`src/rtl/axis_input_scheduler_pkg.sv`:
```
// Shared constants, field widths and state encoding for the conv input scheduler.
package axis_input_scheduler_pkg;

  localparam int unsigned BEATS_CONFIG_3X3_1 = 20;
  localparam int unsigned BEATS_CONFIG_1X1_1 = 8;
  localparam int unsigned KERNEL_W_MAX       = 3;
  localparam int unsigned IM_CIN_MAX         = 1024;
  localparam int unsigned IM_COLS_MAX        = 384;
  localparam int unsigned IM_BLOCKS_MAX      = 32;

  localparam int unsigned BK   = $clog2(KERNEL_W_MAX);
  localparam int unsigned BC   = $clog2(IM_CIN_MAX);
  localparam int unsigned BL   = $clog2(IM_COLS_MAX);
  localparam int unsigned BB   = $clog2(IM_BLOCKS_MAX);
  localparam int unsigned BCFG = $clog2(BEATS_CONFIG_3X3_1 + 1);

  typedef enum logic [1:0] {
    StIdle   = 2'd0,
    StConfig = 2'd1,
    StData   = 2'd2,
    StDone   = 2'd3
  } state_e;

endpackage

```
`src/rtl/axis_input_scheduler_counter.sv`:
```
// Wrapping up-counter: clears on i_clr, advances on i_en, returns to 0 after reaching i_max.
module sched_wrap_counter #(
  parameter int unsigned Width = 8
) (
  input  logic             i_clk,
  input  logic             i_rst,
  input  logic             i_clr,
  input  logic             i_en,
  input  logic [Width-1:0] i_max,
  output logic [Width-1:0] o_cnt
);

  logic [Width-1:0] r_cnt;

  always_ff @(posedge i_clk) begin
    if (i_rst || i_clr) begin
      r_cnt <= '0;
    end else if (i_en) begin
      r_cnt <= (r_cnt == i_max) ? '0 : r_cnt + Width'(1);
    end
  end

  assign o_cnt = r_cnt;

endmodule

```
`src/rtl/axis_input_scheduler.sv`:
```
// Per-layer input sequencer: CONFIG (weights only) then DATA (pixel/weight join) in
// block x col x cin order, with position flags for the conv engine.
module axis_input_scheduler
  import axis_input_scheduler_pkg::*;
(
  input  logic          aclk,
  input  logic          areset,
  output logic          s_cmd_tready,
  input  logic          s_cmd_tvalid,
  input  logic          s_cmd_is_1x1,
  input  logic [BK-1:0] s_cmd_kw_1,
  input  logic [BC-1:0] s_cmd_cin_1,
  input  logic [BL-1:0] s_cmd_cols_1,
  input  logic [BB-1:0] s_cmd_blocks_1,
  input  logic          pixels_valid,
  output logic          pixels_ready,
  input  logic          weights_valid,
  output logic          weights_ready,
  input  logic          m_tready,
  output logic          m_tvalid,
  output logic          m_tlast,
  output logic          m_is_config,
  output logic          m_is_top_block,
  output logic          m_is_bottom_block,
  output logic          m_is_cols_1_k2,
  output logic          m_is_cin_last,
  output logic          busy,
  output logic          done
);

  state_e r_state, w_state_d;

  logic            r_is_1x1;
  logic [BK-1:0]   r_kw_1;
  logic [BC-1:0]   r_cin_1;
  logic [BL-1:0]   r_cols_1;
  logic [BB-1:0]   r_blocks_1;

  logic [BCFG-1:0] w_cfg_cnt, w_cfg_max;
  logic [BC-1:0]   w_cin_cnt;
  logic [BL-1:0]   w_col_cnt, w_half, w_k2_thr;
  logic [BB-1:0]   w_blk_cnt;
  logic            w_cmd_fire, w_fire, w_cfg_en, w_cin_en, w_col_en, w_blk_en;
  logic            w_cfg_wrap, w_cin_wrap, w_col_wrap, w_blk_wrap, w_last, w_flag_en;

  assign w_cmd_fire = s_cmd_tready && s_cmd_tvalid;
  assign w_fire     = m_tvalid && m_tready;
  assign w_cfg_max  = r_is_1x1 ? BCFG'(BEATS_CONFIG_1X1_1) : BCFG'(BEATS_CONFIG_3X3_1);

  assign w_cfg_wrap = (w_cfg_cnt == w_cfg_max);
  assign w_cin_wrap = (w_cin_cnt == r_cin_1);
  assign w_col_wrap = (w_col_cnt == r_cols_1);
  assign w_blk_wrap = (w_blk_cnt == r_blocks_1);
  assign w_last     = w_cin_wrap && w_col_wrap && w_blk_wrap;

  assign w_cfg_en = w_fire && (r_state == StConfig);
  assign w_cin_en = w_fire && (r_state == StData);
  assign w_col_en = w_cin_en && w_cin_wrap;
  assign w_blk_en = w_col_en && w_col_wrap;

  sched_wrap_counter #(.Width(BCFG)) u_cfg_cnt (
    .i_clk (aclk),
    .i_rst (areset),
    .i_clr (w_cmd_fire),
    .i_en  (w_cfg_en),
    .i_max (w_cfg_max),
    .o_cnt (w_cfg_cnt)
  );

  sched_wrap_counter #(.Width(BC)) u_cin_cnt (
    .i_clk (aclk),
    .i_rst (areset),
    .i_clr (w_cmd_fire),
    .i_en  (w_cin_en),
    .i_max (r_cin_1),
    .o_cnt (w_cin_cnt)
  );

  sched_wrap_counter #(.Width(BL)) u_col_cnt (
    .i_clk (aclk),
    .i_rst (areset),
    .i_clr (w_cmd_fire),
    .i_en  (w_col_en),
    .i_max (r_cols_1),
    .o_cnt (w_col_cnt)
  );

  sched_wrap_counter #(.Width(BB)) u_blk_cnt (
    .i_clk (aclk),
    .i_rst (areset),
    .i_clr (w_cmd_fire),
    .i_en  (w_blk_en),
    .i_max (r_blocks_1),
    .o_cnt (w_blk_cnt)
  );

  always_ff @(posedge aclk) begin
    if (areset) begin
      r_state    <= StIdle;
      r_is_1x1   <= 1'b0;
      r_kw_1     <= '0;
      r_cin_1    <= '0;
      r_cols_1   <= '0;
      r_blocks_1 <= '0;
    end else begin
      r_state <= w_state_d;
      if (w_cmd_fire) begin
        r_is_1x1   <= s_cmd_is_1x1;
        r_kw_1     <= s_cmd_kw_1;
        r_cin_1    <= s_cmd_cin_1;
        r_cols_1   <= s_cmd_cols_1;
        r_blocks_1 <= s_cmd_blocks_1;
      end
    end
  end

  // Outputs are forced low while reset is held so nothing is popped from the pipes.
  always_comb begin
    w_state_d     = r_state;
    s_cmd_tready  = 1'b0;
    m_tvalid      = 1'b0;
    pixels_ready  = 1'b0;
    weights_ready = 1'b0;
    m_is_config   = 1'b0;
    busy          = 1'b0;
    done          = 1'b0;
    if (!areset) begin
      busy = (r_state != StIdle);
      unique case (r_state)
        StIdle: begin
          s_cmd_tready = 1'b1;
          if (s_cmd_tvalid) w_state_d = StConfig;
        end
        StConfig: begin
          m_tvalid      = weights_valid;
          weights_ready = m_tready;
          m_is_config   = 1'b1;
          if (weights_valid && m_tready && w_cfg_wrap) w_state_d = StData;
        end
        StData: begin
          m_tvalid      = pixels_valid && weights_valid;
          pixels_ready  = m_tready && weights_valid;
          weights_ready = m_tready && pixels_valid;
          if (pixels_valid && weights_valid && m_tready && w_last) w_state_d = StDone;
        end
        StDone: begin
          done      = 1'b1;
          w_state_d = StIdle;
        end
        default: w_state_d = StIdle;
      endcase
    end
  end

  // Trailing-column window: cols_1 - kw_1/2, clamped at zero for narrow images.
  assign w_half   = BL'(r_kw_1 >> 1);
  assign w_k2_thr = (r_cols_1 >= w_half) ? (r_cols_1 - w_half) : '0;

  assign w_flag_en         = m_tvalid && (r_state == StData);
  assign m_is_cin_last     = w_flag_en && w_cin_wrap;
  assign m_is_top_block    = w_flag_en && (w_blk_cnt == '0);
  assign m_is_bottom_block = w_flag_en && w_blk_wrap;
  assign m_is_cols_1_k2    = w_flag_en && (w_col_cnt >= w_k2_thr);
  assign m_tlast           = w_flag_en && w_last;

endmodule

```
`config.mk`:
```
export PLATFORM = sky130hd
export DESIGN_NAME = axis_input_scheduler
export DESIGN_NICKNAME = d
export VERILOG_FILES = /design/src/rtl/axis_input_scheduler_pkg.sv /design/src/rtl/axis_input_scheduler_counter.sv /design/src/rtl/axis_input_scheduler.sv
export SDC_FILE = /design/constraint.sdc
export NUM_CORES = 1
export LEC_CHECK = 0
export CAP_MARGIN = 40
export CORE_UTILIZATION = 40
export DETAILED_ROUTE_END_ITERATION = 16
export DONT_BUFFER_PORTS = 1
export SLEW_MARGIN = 40
export SYNTH_ARGS = -nofsm -noshare
export SYNTH_HDL_FRONTEND = slang
export SYNTH_HIERARCHICAL = 1
export SYNTH_SLANG_ARGS = --single-unit
```
`constraint.sdc`:
```
create_clock -name aclk -period 6 [get_ports aclk]
set_input_delay 0.9 -clock aclk [delete_from_list [all_inputs] [get_ports aclk]]
set_output_delay 0.9 -clock aclk [all_outputs]
set_load 0.03 [all_outputs]
```
==> run_results.csv <==
group,metric,value,unit
outcome,status,"completed",
die,die_w,96.4,µm
die,die-area,9280,µm²
clock_network,cts-root-buf,"clkbuf_8",
route,drt_wl_total,7.49,mm
power_and_ir_drop,powerDensity,319,nW/µm²
clock_network,clk_pin_slew,0.07,ns
power_and_ir_drop,swShare,34.2,%
power_and_ir_drop,p_leak,1.47,nW
route,dr.pass1.iters,4,
yosys,yosysWarnings,6,
critical_path,cpLargestDelayFamily,"compound AO/OA/AOI/OAI gates",
yosys,syn_avg_cell_area,8.64,µm²
yosys,yosysMostFrequentCell,"dfxtp_1",
cells_and_area,diodes,0,
cells_and_area,multi_input_area,2360,µm²
sta,fmax,252,MHz
cells_and_area,areaGrowthSynthToFinish,9.35,%
yosys,yosys.area.top_type,"dfxtp_1",
critical_path,cp-start-kind,"flop",
route,vias,2747,
placement,dp_hpwl,5.41,mm
grt,grt_use_met1,22.0,%
clock_network,clock_sinks,57,
grt,antenna_found_initial,0,
yosys,syn_inst,412,
yosys,synth_flop_cell,"dfxtp_1",
grt,grt_first_pass_wirelength,12.5,mm
yosys,ys_seq_area_share,32.0,%
grt,grt.met3_usage,4.03,%
critical_path,crit_fanout,3,
clock_network,cts_hold_buf,0,
clock_network,postCtsSetupRepairBufs,0,
yosys,yosys-top-cells-count,"dfxtp_1, nand2_1, xor2_1",
power_and_ir_drop,peakVddDrop,0.134,mV
cells_and_area,drive_gt1_share,8.11,%
yosys,synth_edf_count,0,
power_and_ir_drop,power_switching,425,µW
power_and_ir_drop,combPwrFrac,28.9,%
cells_and_area,n_fill_cell,871,
sta,slew_viol_final,0,
sta,finalSetupViolCount,0,
sta,tightest_slew,0.729,ns
placement,port_buffers,0,
clock_network,cts-buffers-inserted,9,
sta,tns,0,ns
power_and_ir_drop,intPower,818,µW
grt,grt_pass1_vias,2620,
sta,period_share,66.1,%
route,final_antenna_net_count,0,
yosys,synth.top_cell.area_share,32.0,%
route,drcViolationCount,0,
die,start_util,41.0,%
die,io_pins,45,
die,rows,34,
power_and_ir_drop,pwr-share-clk,32.8,%
yosys,syn_area,3560,µm²
grt,track_usage,18.0,%
placement,place_congestion,0.780,
route,first_iter_violations,130,
die,core-area,8680,µm²
cells_and_area,fin_nets,466,
critical_path,critPathMaxStageDelay,0.58,ns
critical_path,worst_path_most_repeated_cell,"a21oi_1",
sta,final_hold_viol_count,0,
critical_path,arrival,3.07,ns
grt,grt_max_degree,57,
power_and_ir_drop,sequentialPowerShare,38.3,%
cells_and_area,post-route-util,44.9,%
yosys,ys_types,48,
sta,period_needed,3.97,ns
sta,clock_skew,0.00727,ns
route,via_per_inst,5.21,
sta,grt_setup_unrepaired,"no",
yosys,async_flop_share,0,%
cells_and_area,regArea,1140,µm²
sta,max_slew_margin,51.6,%
hold_path,hold_class,"flop to flop",
clock_network,clk_latency,0.34,ns
critical_path,path_class,"flop to output port",
critical_path,endpoint_kind,"output port",
yosys,synthTopCellsByArea,"dfxtp_1, xor2_1, xnor2_1",
yosys,yosys_register_bits,57,
clock_network,ctsLongestPathBuffers,2,
critical_path,critPathBufInv,1,
critical_path,worstPathCellList,"inv_1 -> ha_1 -> nor4_1 -> a21oi_1 -> ha_1 -> nand2b_1 -> a21o_1 -> a21oi_1 -> o21ai_0 -> o211ai_1 -> a21oi_1",
grt,grt.met2_usage,29.6,%
flow_run,max-cap-violations,0,
grt,gr-total-overflow,0,
die,dieHeight,96.4,µm
critical_path,critPathSlowestCell,"a21oi_1",
clock_network,h-tree-depth,3,
clock_network,cts_tree,"yes",
grt,grt_busiest_layer,"met2",
critical_path,crit_required,5.10,ns
clock_network,cts_resized,0,
route,wl_per_cell,14.2,µm
## cell usage in the layout, fill, tap and decap left out, drive strengths merged, types with 5 or more instances in the layout
| cell type | count |
|---|---|
| nor2 | 38 |
| nand2 | 44 |
| a211oi | 12 |
| inv | 10 |
| o21ai | 25 |
| a21oi | 7 |
| ha | 19 |
| mux2i | 5 |
| nand3 | 8 |
| o31ai | 5 |
| nand4 | 14 |
| clkbuf | 12 |
| nand2b | 24 |
| and2 | 5 |
| nor4 | 7 |
| xor2 | 43 |
| dfxtp | 57 |
| xnor2 | 40 |
| nor3 | 9 |
## logic make-up (layout without fill, tap and decap cells)
group           Yosys count  in the layout  share of synthesized area [%]
flops                    57             57                           32.0
mux                       5              5                           1.41
buf+inv                  20             26                           2.32
xor+xnor                 83             83                           20.4
compound gates           58             58                           11.2
simple gates            169            169                           25.8
fa+ha+maj                19             19                           6.68
other cells               1              2                          0.105
## final cells by class
cell class                      instances  area share (%)
Sequential cell                        57            29.3
Inverter                               10           0.964
Clock buffer                           12            3.73
Clock inverter                          4            1.96
Tap cell                              108            3.47
Multi-Input combinational cell        336            60.6
## flip-flops by register name (all words and copies together) (netlist names)
| name | count |
|---|---|
| r_cin_1 | 10 |
| r_is_1x1 | 1 |
| u_cin_cnt/o_cnt | 10 |
| r_kw_1 | 1 |
| r_state | 2 |
| r_cols_1 | 9 |
| u_blk_cnt/o_cnt | 5 |
| u_cfg_cnt/o_cnt | 5 |
| r_blocks_1 | 5 |
| u_col_cnt/o_cnt | 9 |
## routing by layer
metal	wire length, µm	part of all wire [%]	up-vias
li1	-	-	1409
met1	3550	47	1286
met2	3540	47	42
met3	257	3.4	10
met4	144	1.9	0
met5	0	0	-
## through the flow
stage	cell area, µm²	worst slack (ns)	cells	hold WS (ns)	total power, mW
global route	3890	1.74	527	0.522	1.33
floorplan	3560	2.73	413	0.453	0.775
global placement	3660	2.40	511	0.487	0.835
finish	3890	2.03	527	0.503	1.24
CTS	3890	2.00	527	0.508	1.26
detailed placement	3670	2.41	511	0.496	0.846
## path summary, 6_finish.rpt
kind	slack, ns	end	start	cells after the start
worst max-delay path	2.03	m_is_cols_1_k2	r_cols_1[0]	11
worst max register to register	3.48	u_col_cnt/o_cnt[2]	r_state[0]	9
worst min register to register	0.50	r_blocks_1[2]	r_blocks_1[2]	2
worst min-delay path	0.50	r_blocks_1[2]	r_blocks_1[2]	2
## power by group through the flow
stage	clock [mW]	combinational (mW)	sequential [mW]
after floorplan	0	0.304	0.471
after global placement	0	0.352	0.483
after detailed placement	0	0.361	0.485
after CTS	0.419	0.364	0.477
after global routing	0.437	0.409	0.484
final	0.408	0.359	0.476
## worst register-to-register path: cells and delay by family, from the launching register on
kind            cells  cell delay, ns
buf+inv             1            0.09
simple gates        5            1.04
fa+ha+maj           1            0.29
compound gates      2            0.63
flops               1            0.34
Power figures use the tool's default switching activity.
